[src/rtl/sync_ram_arbiter.sv]
// Two-requester round-robin arbiter for a single-port synchronous RAM.
// Requester A (CPU data path) and B (loader/debug) share one access per cycle.
// A grant may be extended into a bounded lock for uninterrupted sequences
// such as read-modify-write. Read data comes back one cycle after the grant.
module sync_ram_arbiter #(
    parameter int N        = 8,
    parameter int M        = 32,
    parameter int MAX_LOCK = 8
) (
    input  logic                   clk,
    input  logic                   rst,
    input  logic                   a_req,
    input  logic                   a_we,
    input  logic [$clog2(M)-1:0]   a_addr,
    input  logic [N-1:0]           a_wdata,
    input  logic                   a_lock,
    output logic                   a_gnt,
    output logic                   a_rvalid,
    output logic [N-1:0]           a_rdata,
    input  logic                   b_req,
    input  logic                   b_we,
    input  logic [$clog2(M)-1:0]   b_addr,
    input  logic [N-1:0]           b_wdata,
    input  logic                   b_lock,
    output logic                   b_gnt,
    output logic                   b_rvalid,
    output logic [N-1:0]           b_rdata,
    output logic [$clog2(M)-1:0]   ram_addr,
    output logic [N-1:0]           ram_w_data,
    output logic                   ram_w_en,
    input  logic [N-1:0]           ram_r_data
);

    localparam int AddrSz = $clog2(M);
    localparam int CntW   = $clog2(MAX_LOCK + 1);

    localparam logic [1:0] FREE   = 2'd0;
    localparam logic [1:0] LOCK_A = 2'd1;
    localparam logic [1:0] LOCK_B = 2'd2;

    // Last count value at which the lock is still held; the edge seen here
    // releases it, giving the owner exactly MAX_LOCK consecutive cycles.
    localparam logic [CntW-1:0] CNT_LAST = CntW'(MAX_LOCK - 1);

    logic [1:0]      state;
    logic            ptr;       // 0: A has priority on a tie, 1: B has priority
    logic [CntW-1:0] lock_cnt;

    // Grant decision: lock owner only, otherwise round-robin on contention.
    always_comb begin
        a_gnt = 1'b0;
        b_gnt = 1'b0;
        if (!rst) begin
            case (state)
                LOCK_A:  a_gnt = a_req;
                LOCK_B:  b_gnt = b_req;
                default: begin
                    if (a_req && (!b_req || !ptr)) begin
                        a_gnt = 1'b1;
                    end else if (b_req) begin
                        b_gnt = 1'b1;
                    end
                end
            endcase
        end
    end

    // Steer the granted requester onto the RAM port; idle port parks at zero.
    always_comb begin
        ram_addr   = '0;
        ram_w_data = '0;
        ram_w_en   = 1'b0;
        if (a_gnt) begin
            ram_addr   = a_addr;
            ram_w_data = a_wdata;
            ram_w_en   = a_we;
        end else if (b_gnt) begin
            ram_addr   = b_addr;
            ram_w_data = b_wdata;
            ram_w_en   = b_we;
        end
    end

    // Read data is shared; only the matching rvalid qualifies it.
    assign a_rdata = ram_r_data;
    assign b_rdata = ram_r_data;

    // Ownership state, round-robin pointer and lock duration counter.
    always_ff @(posedge clk) begin
        if (rst) begin
            state    <= FREE;
            ptr      <= 1'b0;
            lock_cnt <= '0;
        end else begin
            case (state)
                LOCK_A, LOCK_B: begin
                    if (lock_cnt == CNT_LAST ||
                        (state == LOCK_A ? !a_lock : !b_lock)) begin
                        state    <= FREE;
                        ptr      <= (state == LOCK_A);
                        lock_cnt <= '0;
                    end else begin
                        lock_cnt <= lock_cnt + 1'b1;
                    end
                end
                default: begin
                    if (a_gnt) begin
                        if (a_lock) begin
                            state    <= LOCK_A;
                            lock_cnt <= CntW'(1);
                        end else begin
                            ptr <= 1'b1;
                        end
                    end else if (b_gnt) begin
                        if (b_lock) begin
                            state    <= LOCK_B;
                            lock_cnt <= CntW'(1);
                        end else begin
                            ptr <= 1'b0;
                        end
                    end
                end
            endcase
        end
    end

    // Remember which requester issued the read so its response is flagged
    // in the cycle the RAM presents the data.
    always_ff @(posedge clk) begin
        if (rst) begin
            a_rvalid <= 1'b0;
            b_rvalid <= 1'b0;
        end else begin
            a_rvalid <= a_gnt && !a_we;
            b_rvalid <= b_gnt && !b_we;
        end
    end

endmodule

[config.mk]
export PLATFORM = sky130hd
export DESIGN_NAME = sync_ram_arbiter
export DESIGN_NICKNAME = d
export VERILOG_FILES = /design/src/rtl/sync_ram_arbiter.sv
export SDC_FILE = /design/constraint.sdc
export NUM_CORES = 1
export LEC_CHECK = 0
export CAP_MARGIN = 20
export CORE_MARGIN = 3
export CORE_UTILIZATION = 28
export CTS_BUF_LIST = sky130_fd_sc_hd__clkbuf_4
export CTS_CLUSTER_DIAMETER = 60
export DETAILED_ROUTE_END_ITERATION = 10
export GPL_ROUTABILITY_DRIVEN = 0
export MAX_ROUTING_LAYER = met4
export PLACE_DENSITY = 0.77
export REMOVE_ABC_BUFFERS = 1
export SLEW_MARGIN = 20
export SYNTH_ARGS = -nofsm -noshare
export SYNTH_HDL_FRONTEND = slang
export SYNTH_SLANG_ARGS = --single-unit
[constraint.sdc]
create_clock -name clk -period 1.95 [get_ports clk]
set_input_delay 0.2925 -clock clk [delete_from_list [all_inputs] [get_ports clk]]
set_output_delay 0.2925 -clock clk [all_outputs]
set_load 0.01 [all_outputs]
Word-level counts from Yosys, hierarchy flattened:

Index checks and enable logic that the tools add are counted.

* memory bits (read-only): 0
* latch bits: 0
* word-level logic and storage cells: 62
* input bits: 42
* memories: 0
* memory bits (writable): 0
* register bits: 9

* multiplexer cells: 32
* shifts and indexed selects: 0
* $mul: 0
* $add $sub $neg: 1
* reduce and logical (&&, ||, !) cells: 17
* order comparisons: 0
* divide/modulo/power cells: 0
* bitwise logic cells: 0
* equal/unequal tests: 7

Operator list (count)
* 4-bit two-way mux: 6
* 8-bit two-way mux: 2
* 1-bit two-way mux: 14
* 2-bit two-way mux: 6
* 5-bit two-way mux: 2
* 3-bit by 2-bit != test with 1-bit output (second input constant): 3
* 4-bit AND reduction: 2
* 1-bit zero test: 6
* 3-bit nonzero test: 2
* 4-bit by 1-bit adder with 4-bit output (second input constant): 1
* 4-bit by 3-bit equality test with 1-bit output (second input constant): 1
* 1-bit one-hot mux with 2 select lines: 2
* 1-bit logical AND: 3
* 3-bit AND reduction: 1
* 2-bit by 1-bit equality test with 1-bit output (second input constant): 1
* 2-bit equality test (second input constant): 1
* 1-bit logical OR: 2
* 2-bit != test (second input constant): 1
* 2-bit OR reduction: 1

Longest topological paths before layout:

* depth after elaboration: 9
* depth in mapped cells: 8

Worst setup path after synthesis:

Ideal clock, no wire load.

* kind: reg2out
* from: register state[0]
* to: output ram_addr[1]
* required time: 1.657 ns
* stages on the path, launching flop included: 9
* arrival time: 1.737 ns
* path buffers: 2
* slack: -0.080 ns
* cells stage by stage: dfxtp_1 -> inv_1 -> ha_1 -> buf_6 -> and3_4 -> nor4_4 -> nor2_4 -> buf_6 -> a22o_1

* word-level cells in the longest chain between the ends: 5
* elaborated cells between the ends (all ways): 8
* classes of those cells: 2 x eq/ne; 6 x mux

RTL lines
* start, declared: line 45 `logic [1:0] state;`
* start signal, assigned: line 91 `state <= FREE;`
* start signal, assigned: line 99 `state <= FREE;`
* start signal, assigned: line 109 `state <= LOCK_A;`
* 2-bit equality test or 2-bit by 1-bit equality test with 1-bit output (tied branches): line 54 `case (state)`
* 1-bit one-hot mux with 2 select lines: line 54
* 1-bit two-way mux: line 53 `if (!rst) begin`
* 5-bit two-way mux: line 77 `end else if (b_gnt) begin`
* 5-bit two-way mux *: line 73 `if (a_gnt) begin`
* end, declared: line 28 `output logic [$clog2(M)-1:0] ram_addr,`

Mark *: on every way between the ends. The rest lies on a longest branch, timed or not.

Worst setup path in the final report:

* from: register state[0]
* to: output ram_w_en

* word-level cells in the longest chain between the ends: 5
* elaborated cells between the ends (all ways): 8
* classes of those cells: 2 x eq/ne; 6 x mux

RTL lines
* 2-bit equality test or 2-bit by 1-bit equality test with 1-bit output (tied branches): line 54
* 1-bit one-hot mux with 2 select lines: line 54
* 1-bit two-way mux: line 53
* 1-bit two-way mux: line 77
* 1-bit two-way mux *: line 73
* end, declared: line 30 `output logic ram_w_en,`

Marks and branches as above.

==> results.toml <==
[status]
status = "complete, but fails checks"
failed_checks = "negative setup slack"

[clock_tree]
clk_latency_ns = 0.26
htree_levels = 1
cts_buffer_depth = 2
cts-root-buf = "clkbuf_4"
holdBufCountCts = 0
cts_buffers = 3
tritoncts = "yes"
numClockSinks = 9
path_clk_slew_ns = 0.06

[run]
drv_cap = 0

[sta]
fin_skew_ns = 0.00124
worst_slew_margin_rel_pct = 69.2
setup_viol = 16
worst_slack_ns = -0.302
whs_ns = 0.502
rsz0062_at_grt = "true"
min_period_ns = 2.25
worst_slew_pin_slew_ns = 0.462
hold_viol = 0
max_freq_ghz = 0.444
fin_crit_sh_pct = 116
slew_violations = 0

[worst_setup_path]
r2r-end = "state[1]"
r2r_cells = 8
r2r-start = "state[0]"
cp-startpoint = "state[0]"
crit_type = "reg -> out"
r2r_slack_ns = -0.02
crit_required_ns = 1.66
critPathLaunchType = "flip-flop"
endpoint_kind = "output pin"
crit_fanout = 7
crit_end = "ram_w_en"
cp.arrival_ns = 1.96

[synthesis]
synth.distinct_cells = 32
synth_area_leader_cell = "dfxtp_1"
ys_seq_elements = 9
synth.most_common_cell = "buf_4"
syn_inst = 97
synth_common_cells = "17 x buf_4, 16 x a22o_1, 9 x dfxtp_1"
synth_ff_type = "dfxtp_1"
yosysTopAreaCellShare_pct = 21.7
syn_area_um2 = 832
seq_area_frac_synth_pct = 21.7
syn_avg_cell_area_um2 = 8.58
yosys_warnings = 0
async_reset_ff_share_pct = 0
synth-edff-count = 0
netlist_top_cells_area = "dfxtp_1 22%, a22o_1 17%, buf_4 15%, ha_1 4.5%, inv_1 3.6%"

[global_route]
grt_max_degree = 15
grt_pass1_wl_um = 4590
grt_overflow_total = 0
antenna_found_initial = 0
grt_pass1_vias = 1055
grtUsageTotal_pct = 17.2

[floorplanning]
fp-row-count = 19
start_util_pct = 29.7
core-area_um2 = 2810
pin_count = 76
die-width_um = 60.5
die_area_um2 = 3660
die_y_um = 60.5

[detailed_routing]
wl_um = 2860
drtPass1Iterations = 2
drt_iter0_markers = 5
drc = 0
post_drt_wl_per_cell_um = 15.1
routed_via_density = 5.10
vias = 964
drtAntennaViolNets = 0

[power]
power.switching_uw = 213
total_power_uw = 702
pwr-share-comb_pct = 48.6
p_clk_share_pct = 22.5
p_int_uw = 490
pwr-share-seq_pct = 28.9
power_density_nw_per_um2 = 488
p_leak_nw = 0.655
switching_share_pct = 30.3
vdd_drop_max_uv = 371

[final_layout]
layout-drive-gt1-share_pct = 35.4
nNetsFinal = 204
fin_util_pct = 51.2
synthToLayoutAreaGrowth_pct = 72.8
final_cells = 189
diodes = 0

[placement]
dp_cells = 177
dp_slack_ns = -0.687
io_buffers = 51
dp.final_hpwl_um = 2360

[hold_path]
hold_class = "reg -> reg"
holdCritStartpoint = "lock_cnt[2]"
==> timing repair <==
action,CTS,global route
gates cloned,0,1
setup buffers,9,2
setup endpoints to repair,16,16
pin swaps,17,9
gates resized for setup,73,8
==> routing by layer <==
metal / up-vias / GRT usage (%) / wire [um]
li1: 463 / - / -
met1: 433 / 17.0 / 1030
met2: 68 / 29.9 / 1460
met3: 0 / 10.4 / 369
met4: 0 / 1.86 / 0
met5: - / - / 0
==> power by group through the flow <==
| stage | combinational (mW) | clock, mW | sequential, mW |
|---|---|---|---|
| floorplan | 0.123 | 0 | 0.206 |
| global placement | 0.318 | 0 | 0.205 |
| detailed placement | 0.323 | 0 | 0.206 |
| CTS | 0.328 | 0.168 | 0.203 |
| global route | 0.369 | 0.173 | 0.204 |
| finish | 0.341 | 0.158 | 0.203 |
==> critical path, stage by stage, from the launching register on <==
cell	delay, ns
dfxtp_2	0.33
inv_2	0.05
ha_4	0.22
buf_6	0.12
a2111o_1	0.46
nor2_4	0.21
a22o_1	0.18
buf_2	0.13
==> registers in the layout, summed over array words and instances (netlist names) <==
| register | flops |
|---|---|
| ptr | 1 |
| state | 2 |
| a_rvalid | 1 |
| lock_cnt | 4 |
| b_rvalid | 1 |
==> cells by family (layout without fill, tap and decap cells) <==
kind of cell	Yosys count	count (layout)	synth area share (%)
DFF	9	9	21.7
buffers and inverters	27	87	21.7
and+or+nand+nor	24	25	20.3
adders and majority gates	3	3	4.51
muxes	1	1	1.20
AOI/OAI and AO/OA	33	33	30.7
==> final cells by class <==
cell class	instances	area [um^2]
Multi-Input combinational cell	62	508
Tap cell	31	38.8
Inverter	8	30.0
Sequential cell	9	183
Fill cell	264	1370
Timing Repair Buffer	75	648
Clock buffer	4	30.0
==> how the worst min path moves through the flow <==
| stage | slack (ns) | cells past startpoint | to |
|---|---|---|---|
| 6_report | 0.50 | 1 | lock_cnt[2] |
| 5_1_grt | 0.53 | 1 | lock_cnt[2] |
| 4_1_cts | 0.50 | 1 | lock_cnt[2] |
| 3_5_place_dp | 0.48 | 1 | lock_cnt[2] |
| 3_3_place_gp | 0.47 | 1 | lock_cnt[2] |
| 2_1_floorplan | 0.36 | 1 | ptr |
==> cells in the final DEF, fill, tap and decap left out, types with 4 or more instances in the layout <==
master and instances:
buf_2 13, dfxtp_1 7, o21ai_0 4, inv_1 7, a21oi_1 4, clkdlybuf4s50_1 35, buf_6 8, a22o_1 16
buf_4 19, clkbuf_4 4
==> stage by stage <==
stage	instance area (um^2)	TNS [ns]
floorplan	682	-4.46
global placement	1360	-9.78
detailed placement	1360	-10.19
CTS	1400	-5.29
global route	1440	-5.44
finish	1440	-3.88
Note: power is estimated with default switching activity, not from simulation.
